===== src/rtl/fifo_writectrl_if.sv =====
// Flit link from upstream plus the shared write port of the regular/priority FIFO pair.
// The write controller uses the slave view; the environment that drives flits and owns the FIFOs uses master.
interface fifo_writectrl_if #(
  parameter int DATA_W = 32
);
  logic              in_valid;
  logic [2:0]        in_head;
  logic              in_pri;
  logic [DATA_W-1:0] in_data;
  logic              in_ready;

  logic              regularFIFO_full;
  logic              priorityFIFO_full;
  logic              regularFIFO_write;
  logic              priorityFIFO_write;
  logic [2:0]        fifo_whead;
  logic [DATA_W-1:0] fifo_wdata;

  modport master (
    output in_valid, in_head, in_pri, in_data,
    output regularFIFO_full, priorityFIFO_full,
    input  in_ready,
    input  regularFIFO_write, priorityFIFO_write, fifo_whead, fifo_wdata
  );

  modport slave (
    input  in_valid, in_head, in_pri, in_data,
    input  regularFIFO_full, priorityFIFO_full,
    output in_ready,
    output regularFIFO_write, priorityFIFO_write, fifo_whead, fifo_wdata
  );
endinterface


===== src/rtl/fifo_writectrl.sv =====
// Router input-port write controller: frames upstream packets, steers each one into the
// priority or regular FIFO by its head flit, enforces MAX_LEN and counts protocol errors.
module fifo_writectrl #(
  parameter int DATA_W  = 32,
  parameter int MAX_LEN = 16,
  parameter int ERR_W   = 8
) (
  input  logic               clk,
  input  logic               rst_n,
  fifo_writectrl_if.slave    bus,
  output logic               pkt_active,
  output logic [ERR_W-1:0]   err_cnt
);

  localparam int CNT_W = (MAX_LEN > 2) ? $clog2(MAX_LEN) : 1;

  localparam logic [2:0] CODE_HEAD   = 3'b100;
  localparam logic [2:0] CODE_BODY   = 3'b000;
  localparam logic [2:0] CODE_TAIL   = 3'b110;
  localparam logic [2:0] CODE_SINGLE = 3'b111;

  typedef enum logic [1:0] {IDLE, PKT_REG, PKT_PRI} state_e;
  typedef enum logic [2:0] {K_HEAD, K_BODY, K_TAIL, K_SINGLE, K_INVALID} kind_e;

  state_e            state_q, state_d;
  logic [CNT_W-1:0]  cnt_q, cnt_d;
  logic [ERR_W-1:0]  err_q, err_d;

  kind_e             kind;
  logic              opens;
  logic              drop;
  logic              tgt_pri;
  logic              tgt_full;
  logic              ready;
  logic              accept;
  logic              write;
  logic              truncate;
  logic              err_inc;
  logic [DATA_W-1:0] wdata;

  // NOTE: every combinational output is given a value on every path (default arm or
  // default-first assignment) so no latch is inferred.
  always_comb begin
    case (bus.in_head)
      CODE_HEAD:   kind = K_HEAD;
      CODE_BODY:   kind = K_BODY;
      CODE_TAIL:   kind = K_TAIL;
      CODE_SINGLE: kind = K_SINGLE;
      default:     kind = K_INVALID;
    endcase
  end

  // A HEAD/SINGLE flit always chooses its own FIFO; inside a packet the open packet decides.
  always_comb begin
    opens    = (kind == K_HEAD) || (kind == K_SINGLE);
    drop     = (kind == K_INVALID) || ((state_q == IDLE) && !opens);
    tgt_pri  = ((state_q == IDLE) || opens) ? bus.in_pri : (state_q == PKT_PRI);
    tgt_full = tgt_pri ? bus.priorityFIFO_full : bus.regularFIFO_full;
    ready    = rst_n && (drop || !tgt_full);
    accept   = bus.in_valid && ready;
    write    = accept && !drop;
    truncate = (state_q != IDLE) && (kind == K_BODY) && (cnt_q == CNT_W'(MAX_LEN - 1));
  end

  assign wdata                  = bus.in_data;
  assign bus.in_ready           = ready;
  assign bus.regularFIFO_write  = write && !tgt_pri;
  assign bus.priorityFIFO_write = write && tgt_pri;
  assign bus.fifo_whead         = truncate ? CODE_TAIL : bus.in_head;
  assign bus.fifo_wdata         = wdata;
  assign pkt_active             = (state_q != IDLE);
  assign err_cnt                = err_q;

  always_comb begin
    state_d = state_q;
    cnt_d   = cnt_q;
    err_inc = 1'b0;
    if (accept) begin
      if (drop) begin
        err_inc = 1'b1;
      end else begin
        case (kind)
          K_HEAD: begin
            err_inc = (state_q != IDLE);
            state_d = tgt_pri ? PKT_PRI : PKT_REG;
            cnt_d   = CNT_W'(1);
          end
          K_SINGLE: begin
            err_inc = (state_q != IDLE);
            state_d = IDLE;
            cnt_d   = '0;
          end
          K_BODY: begin
            // The over-long packet is closed by its last legal flit, written as a TAIL.
            if (truncate) begin
              err_inc = 1'b1;
              state_d = IDLE;
              cnt_d   = '0;
            end else begin
              cnt_d = cnt_q + CNT_W'(1);
            end
          end
          K_TAIL: begin
            state_d = IDLE;
            cnt_d   = '0;
          end
          default: begin
            state_d = state_q;
          end
        endcase
      end
    end
    err_d = (err_inc && (err_q != '1)) ? err_q + ERR_W'(1) : err_q;
  end

  // NOTE: state registers use non-blocking assignments so every flop samples the
  // pre-edge value of its inputs regardless of block ordering.
  always_ff @(posedge clk or negedge rst_n) begin
    if (!rst_n) begin
      state_q <= IDLE;
      cnt_q   <= '0;
      err_q   <= '0;
    end else begin
      state_q <= state_d;
      cnt_q   <= cnt_d;
      err_q   <= err_d;
    end
  end

endmodule


===== src/flat_wrapper.sv =====
// flat-port wrapper written by rule: the top's interface ports become plain ports
module fifo_writectrl_flat 
#(
  parameter int DATA_W  = 32,
  parameter int MAX_LEN = 16,
  parameter int ERR_W   = 8
)
  (clk, rst_n, pkt_active, err_cnt, bus_in_valid, bus_in_head, bus_in_pri, bus_in_data, bus_regularFIFO_full, bus_priorityFIFO_full, bus_in_ready, bus_regularFIFO_write, bus_priorityFIFO_write, bus_fifo_whead, bus_fifo_wdata);
  fifo_writectrl_if #(.DATA_W(DATA_W)) bus_i ();
  input  logic clk;
  input  logic rst_n;
  output logic pkt_active;
  output logic [ERR_W-1:0] err_cnt;
  input wire logic [$bits(bus_i.in_valid)-1:0] bus_in_valid;
  input wire logic [$bits(bus_i.in_head)-1:0] bus_in_head;
  input wire logic [$bits(bus_i.in_pri)-1:0] bus_in_pri;
  input wire logic [$bits(bus_i.in_data)-1:0] bus_in_data;
  input wire logic [$bits(bus_i.regularFIFO_full)-1:0] bus_regularFIFO_full;
  input wire logic [$bits(bus_i.priorityFIFO_full)-1:0] bus_priorityFIFO_full;
  output wire logic [$bits(bus_i.in_ready)-1:0] bus_in_ready;
  output wire logic [$bits(bus_i.regularFIFO_write)-1:0] bus_regularFIFO_write;
  output wire logic [$bits(bus_i.priorityFIFO_write)-1:0] bus_priorityFIFO_write;
  output wire logic [$bits(bus_i.fifo_whead)-1:0] bus_fifo_whead;
  output wire logic [$bits(bus_i.fifo_wdata)-1:0] bus_fifo_wdata;
  assign bus_i.in_valid = bus_in_valid;
  assign bus_i.in_head = bus_in_head;
  assign bus_i.in_pri = bus_in_pri;
  assign bus_i.in_data = bus_in_data;
  assign bus_i.regularFIFO_full = bus_regularFIFO_full;
  assign bus_i.priorityFIFO_full = bus_priorityFIFO_full;
  assign bus_in_ready = bus_i.in_ready;
  assign bus_regularFIFO_write = bus_i.regularFIFO_write;
  assign bus_priorityFIFO_write = bus_i.priorityFIFO_write;
  assign bus_fifo_whead = bus_i.fifo_whead;
  assign bus_fifo_wdata = bus_i.fifo_wdata;
  fifo_writectrl #(.DATA_W(DATA_W), .MAX_LEN(MAX_LEN), .ERR_W(ERR_W)) u_core (.clk(clk), .rst_n(rst_n), .bus(bus_i), .pkt_active(pkt_active), .err_cnt(err_cnt));
endmodule

===== config.mk =====
export PLATFORM = sky130hd
export DESIGN_NAME = fifo_writectrl_flat
export DESIGN_NICKNAME = d
export VERILOG_FILES = /design/src/rtl/fifo_writectrl_if.sv /design/src/rtl/fifo_writectrl.sv /design/src/flat_wrapper.sv
export SDC_FILE = /design/constraint.sdc
export NUM_CORES = 1
export LEC_CHECK = 0
export BUFFER_PORTS_ARGS = -buffer_cell sky130_fd_sc_hd__buf_2
export CAP_MARGIN = 30
export CORE_MARGIN = 2
export CORE_UTILIZATION = 43
export CTS_BUF_LIST = sky130_fd_sc_hd__clkbuf_8
export DETAILED_ROUTE_END_ITERATION = 10
export MAX_ROUTING_LAYER = met4
export PLACE_DENSITY = 0.8
export SLEW_MARGIN = 20
export SYNTH_ARGS = -nofsm -noshare
export SYNTH_HDL_FRONTEND = slang
export SYNTH_SLANG_ARGS = --single-unit

===== constraint.sdc =====
create_clock -name clk -period 2 [get_ports clk]
set_input_delay 0.1 -clock clk [delete_from_list [all_inputs] [get_ports clk]]
set_output_delay 0.1 -clock clk [all_outputs]
set_load 0.01 [all_outputs]

==> results.yml, run 1 <==
yosys:
  yosysWarnings: 0
  synth_edf_count: 0
  synth-seq-cells: 14
  syn-num-nets: 179
  syn_area_per_cell_sq_um: 9.31
  syn_area_sq_um: 1270
  ys_seq_area_share_pct: 27.7
  ys_types: 44
  synthArstFlopShare_pct: 100
  synth_cells: 136
  synth_ff_type: "dfrtp_1"
sta:
  fmax_mhz: 539
  fin_ws_ns: 0.143
  hold_viol: 0
  tightest_slew_ns: 0.441
  setup_viol: 0
  post-route-period-util_pct: 92.8
  fin_tns_setup_ns: 0
  relSlewSlack_pct: 70.6
  worst_clock_skew_ns: 0.000611
  maxSlewViolCount: 0
  fin_crit_ns: 1.86
  rsz0062_at_grt: "no"
clock_tree:
  postCtsSetupRepairBufs: 0
  root_buffer: "clkbuf_8"
  cts_max_level: 1
  clk_latency_ns: 0.24
  cts_tree: "yes"
  clk_path_buf_depth: 2
  cts.sinks: 14
  numCtsBuffers: 3
  cts.clk_slew.worst_paths_ns: 0.05
worst_setup_path:
  crit_arrival_ns: 1.98
  r2r_cells: 7
  critPathCaptureType: "register"
  r2r_end: "u_core.err_cnt[1]"
  r2r_slack_ns: 0.14
  path_max_fanout: 7
  cp-start-kind: "register"
  rr_startpoint: "u_core.cnt_q[0]"
  cp_data_required_time_ns: 2.12
  worstSetupPathType: "register to register"
route:
  avgViaCountPerCell: 5.98
  drc: 0
  wl_per_cell_microns: 14.3
  num_vias: 968
  drt-initial-drc-count: 42
  ant_nets: 0
  dr.pass1.iters: 4
  routed_wl_microns: 2320
die:
  floorplan.die_area_sq_um: 3390
  die_w_microns: 58.3
  rows: 19
  dieHeight_microns: 58.3
  core_area_sq_um: 2780
  io_pins: 88
  start_util_pct: 45.5
global_routing:
  grt_first_pass_wirelength_microns: 3840
  antenna_found_initial: 0
  grt_max_degree: 15
  grt_usage_pct: 15.0
  first_global_vias: 905
  grt_remaining_overflow: 0
power:
  leakagePower_uw: 0.000563
  powerDensity_nw_per_um2: 1000
  power.total_uw: 1250
  irDropWorstVdd_mv: 0.558
flow_run:
  drv_cap: 0
hold_path:
  min_path_cells: 0
  hold_start: "bus_in_data[13]"
  hp-class: "primary input to output pin"
  hold_end: "bus_fifo_wdata[13]"
cells_and_area:
  nNetsFinal: 176
  diodes: 0
  layout-drive-gt1-share_pct: 35.1
  syn2layout_area_growth_pct: -1.98
placed_design:
  pre_cts_ws_ns: 0.0452
  port_buffers: 23
  place_congestion: 0.896
  dpl.hpwl_microns: 1820
run_status:
  status: "complete, no violations"
[cell usage after synthesis, types with 2 or more instances]
library cell,n,area (sq um)
nor3_1,3,15.0
buf_4,34,255
and3_1,3,18.8
nand3_1,5,25.0
mux2_4,2,30.0
o2bb2ai_1,2,17.5
xnor2_1,5,43.8
dfrtp_1,14,350
nand2_1,7,26.3
nor2_1,6,22.5
inv_1,5,18.8
a21o_1,2,15.0
nand4_1,8,50.1
a21oi_1,3,15.0
ha_1,2,25.0
o21ai_0,4,20.0
nand2b_1,4,25.0
[cell families after synthesis]
kind of cell	share of synthesized area, %
and+or+nand+nor	23.5
buffers and inverters	23.2
AOI/OAI and AO/OA	13.9
muxes	4.05
xor gates and xnor gates	5.63
adders and majority gates	1.98
DFF	27.7
[metrics by stage]
step                utilization, %  hold WS, ns  instance area [sq um]  instances
floorplan                        -       -0.196                   1270        136
global placement              42.5      -0.0843                   1180        158
detailed placement            42.5      -0.0806                   1180        158
CTS                           44.4        0.200                   1230        162
global route                  44.6        0.200                   1240        162
finish                        44.6        0.200                   1240        162
[timing repair]
item | in CTS | in global routing
gates resized for setup | 0 | 3
setup endpoints to repair | 0 | 5
endpoints found under the hold margin | 14 | 0
hold buffers | 1 | 0
[report_power, final]
group	switching, uW	total [uW]	internal (uW)	leakage (uW)
clock network	90.9	224	133	0.0000216
logic	271	514	242	0.000362
registers	128	508	379	0.000180
[worst max-delay path: stages (launching register included)]
cell and delay [ns]:
dfrtp_1 0.37, ha_1 0.20, o2111a_1 0.24, nand2b_1 0.18, nor2_1 0.08, nor2_4 0.21, nand3_2 0.14, mux2_4 0.32
[per-layer routing]
metal	wire [microns]	GRT usage, %	share of wire, %
met1	959	16.0	41
met2	1090	23.9	47
met3	217	6.92	9.3
met4	50	6.31	2.2
met5	0	-	0
[final cells by class]
class / instances / area [sq um]
fill: 255 / 1540
multi-input combinational: 80 / 627
sequential: 14 / 353
timing repair buffer: 29 / 163
clock buffer: 3 / 41.3
tap: 31 / 38.8
inverter: 5 / 18.8
[cell usage in the layout, fill, tap and decap left out, types with 2 or more instances in the layout]
cell type	netlist	final
nand3_1	5	5
xnor2_1	5	5
dfrtp_1	14	12
inv_1	5	5
nor2_1	6	6
dfrtp_2	0	2
mux2_4	2	2
a21o_1	2	2
o2bb2ai_1	2	2
nand2_1	7	7
and3_1	3	3
a21oi_1	3	3
ha_1	2	2
buf_2	1	23
o21ai_0	4	4
buf_4	34	5
clkbuf_8	0	3
nand4_1	8	8
nand2b_1	4	4
nor3_1	3	3
[sequential cells by signal (all words and copies together) (netlist names)]
| signal | cells |
|---|---|
| u_core.state_q | 2 |
| u_core.err_cnt | 8 |
| u_core.cnt_q | 4 |
[worst max-delay path by stage]
| stage | slack [ns] | to | start |
|---|---|---|---|
| detailed placement | 0.05 | u_core.err_cnt[1] | u_core.cnt_q[0] |
| global route | 0.02 | u_core.err_cnt[6] | u_core.cnt_q[0] |
| global placement | 0.18 | u_core.err_cnt[1] | u_core.cnt_q[0] |
| CTS | 0.04 | u_core.err_cnt[1] | u_core.cnt_q[0] |
| finish | 0.14 | u_core.err_cnt[1] | u_core.cnt_q[0] |
| floorplan | 0.24 | u_core.err_cnt[1] | u_core.state_q[0] |
No activity file was read; power rests on OpenSTA's default activity.
==> run 2: changes to the inputs <==
--- a/config.mk
+++ b/config.mk
@@ -7,7 +7,6 @@
 export LEC_CHECK = 0
 export BUFFER_PORTS_ARGS = -buffer_cell sky130_fd_sc_hd__buf_2
 export CAP_MARGIN = 30
-export CORE_MARGIN = 2
 export CORE_UTILIZATION = 43
 export CTS_BUF_LIST = sky130_fd_sc_hd__clkbuf_8
 export DETAILED_ROUTE_END_ITERATION = 10
==> constraint.sdc (replaced) <==
create_clock -name clk -period 1.9 [get_ports clk]
set_input_delay 0.095 -clock clk [delete_from_list [all_inputs] [get_ports clk]]
set_output_delay 0.095 -clock clk [all_outputs]
set_load 0.01 [all_outputs]
==> run 2 against run 1 <==
Against the previous run:
- critical path depth fell by 1
- utilization grew 2.0 points
- combinational power up 14%
- die area is 6.7% lower
- clock power up 7%
- clock-buffer cell count did not move
- global-route usage is 1.3 points higher
- non-clock buffer count grew 5
- flip-flop and latch count unchanged
- critical path type is now register to output pin
- critical endpoint is now bus_in_ready
==> results.yml, run 2 (synthesis gave the netlist of run 1 again) <==
global_routing:
  grt_first_pass_wirelength_microns: 4060
  grt_usage_pct: 16.4
  antenna_found_initial: 0
  grt_max_degree: 16
  grt_remaining_overflow: 0
  first_global_vias: 919
worst_setup_path:
  crit_arrival_ns: 1.71
  crit_family: "compound AO/OA/AOI/OAI gates"
  crit_cells: 6
  max_stage_delay_ns: 0.43
  rr_startpoint: "u_core.cnt_q[0]"
  critPathCaptureType: "output pin"
  r2r_slack_ns: 0.13
  cp-start-kind: "register"
  worstSetupPathType: "register to output pin"
  path_max_fanout: 8
  critical-path-slowest-cell: "dfrtp_2"
  startpoint: "u_core.state_q[0]"
  crit_chain: "inv_1, a32oi_2, nand3_4, o211ai_4, and2_1, buf_2"
  crit_path_end: "bus_in_ready"
  r2r_cells: 7
  cp_num_buf_inv: 2
  r2r_end: "u_core.err_cnt[6]"
  cp_data_required_time_ns: 1.80
cells_and_area:
  nNetsFinal: 181
  largest_register_ffs: 8
  final_cell_mix: "buf_2, dfrtp_1, buf_4"
  layout-drive-gt1-share_pct: 40.4
  final_cell_area_sq_um: 1300
  layout_commonest_cell: "buf_2"
  fin_cells: 167
  diodes: 0
  syn2layout_area_growth_pct: 2.47
die:
  core_area_sq_um: 2780
  io_pins: 88
  dieHeight_microns: 56.3
  floorplan.die_area_sq_um: 3170
  rows: 19
  die_w_microns: 56.3
  start_util_pct: 45.5
sta:
  worst_clock_skew_ns: 0.000870
  rsz0062_at_grt: "no"
  hold_viol: 0
  fmax_mhz: 555
  fin_tns_setup_ns: 0
  relSlewSlack_pct: 71.9
  fin_crit_ns: 1.80
  tightest_slew_ns: 0.419
  setup_viol: 0
  post-route-period-util_pct: 94.8
  maxSlewViolCount: 0
hold_path:
  hp-class: "primary input to output pin"
  hold_start: "bus_in_data[22]"
route:
  dr.pass1.iters: 4
  top_layer: "met4"
  m1WireLength_microns: 1030
  met2WireLength_microns: 1190
  num_vias: 955
  drc: 0
  routed-wl-met3_microns: 174
  ant_nets: 0
  drt-initial-drc-count: 36
  wl_per_cell_microns: 14.8
  avgViaCountPerCell: 5.72
  routed_wl_microns: 2470
power:
  powerDensity_nw_per_um2: 1040
  switchingPower_uw: 532
  power.total_uw: 1350
  seqPwrFrac_pct: 39.1
  clkPwrFrac_pct: 17.7
  internal_power_uw: 823
  switching_share_pct: 39.3
  combPwrFrac_pct: 43.1
  leakagePower_uw: 0.000583
  irDropWorstVdd_mv: 0.774
placed_design:
  place_congestion: 0.876
  placed_area_sq_um: 1190
  placed_cells: 159
  dpl.hpwl_microns: 1780
  port_buffers: 23
clock_tree:
  clk_latency_ns: 0.25
  cts_max_level: 1
  cts_tree: "yes"
  clk_path_buf_depth: 2
  cts.clk_slew.worst_paths_ns: 0.05
  numCtsBuffers: 3
  root_buffer: "clkbuf_8"
  cts.sinks: 14
flow_run:
  drv_cap: 0
run_status:
  status: "complete, no violations"
## run 2: cell types whose count changed in the layout (fill, tap and decap cells not counted), sizes merged
| cell | change |
|---|---|
| buf | +5 |
## run 2: area by class of cell
cell class | count | area, sq um
fill | 256 | 1480
multi-input combinational | 80 | 646
sequential | 14 | 353
timing repair buffer | 34 | 200
clock buffer | 3 | 41.3
tap | 31 | 38.8
inverter | 5 | 18.8
## run 2: stage by stage
stage / util, % / worst slack, ns / hold slack [ns]
2_1_floorplan: - / 0.144 / -0.201
3_5_place_dp: 42.8 / -0.0105 / 0.102
4_1_cts: 45.1 / 0.0224 / 0.190
3_3_place_gp: 42.8 / 0.0748 / 0.0846
6_report: 46.6 / 0.0988 / 0.190
5_1_grt: 46.6 / 0.0169 / 0.190
## run 2: worst min-delay path by stage
stage / cells after the start / slack [ns] / to
6_report: 0 / 0.19 / bus_fifo_wdata[22]
5_1_grt: 0 / 0.19 / bus_fifo_wdata[24]
4_1_cts: 0 / 0.19 / bus_fifo_wdata[11]
3_5_place_dp: 2 / 0.10 / u_core.err_cnt[7]
3_3_place_gp: 2 / 0.08 / u_core.err_cnt[6]
2_1_floorplan: 0 / -0.20 / u_core.cnt_q[0]
## run 2: timing repair
item	CTS	global route
buffers inserted	1	3
pin swaps	2	2
hold buffers	1	0
endpoints found under the setup margin	5	5
endpoints found under the hold margin	14	0
resized for setup	2	5
## run 2: power by group through the flow
stage	sequential, uW	combinational (uW)	clock (uW)
after floorplan	515	442	0
after CTS	524	559	249
final	530	584	240
after detailed placement	527	551	0
after global placement	519	525	0
after global routing	546	647	259
## run 2: layer usage
layer	GRT usage, %	vias to the layer above
li1	-	453
met1	18.2	449
met2	26.4	37
met3	6.45	16
met4	6.27	0
met5	-	-
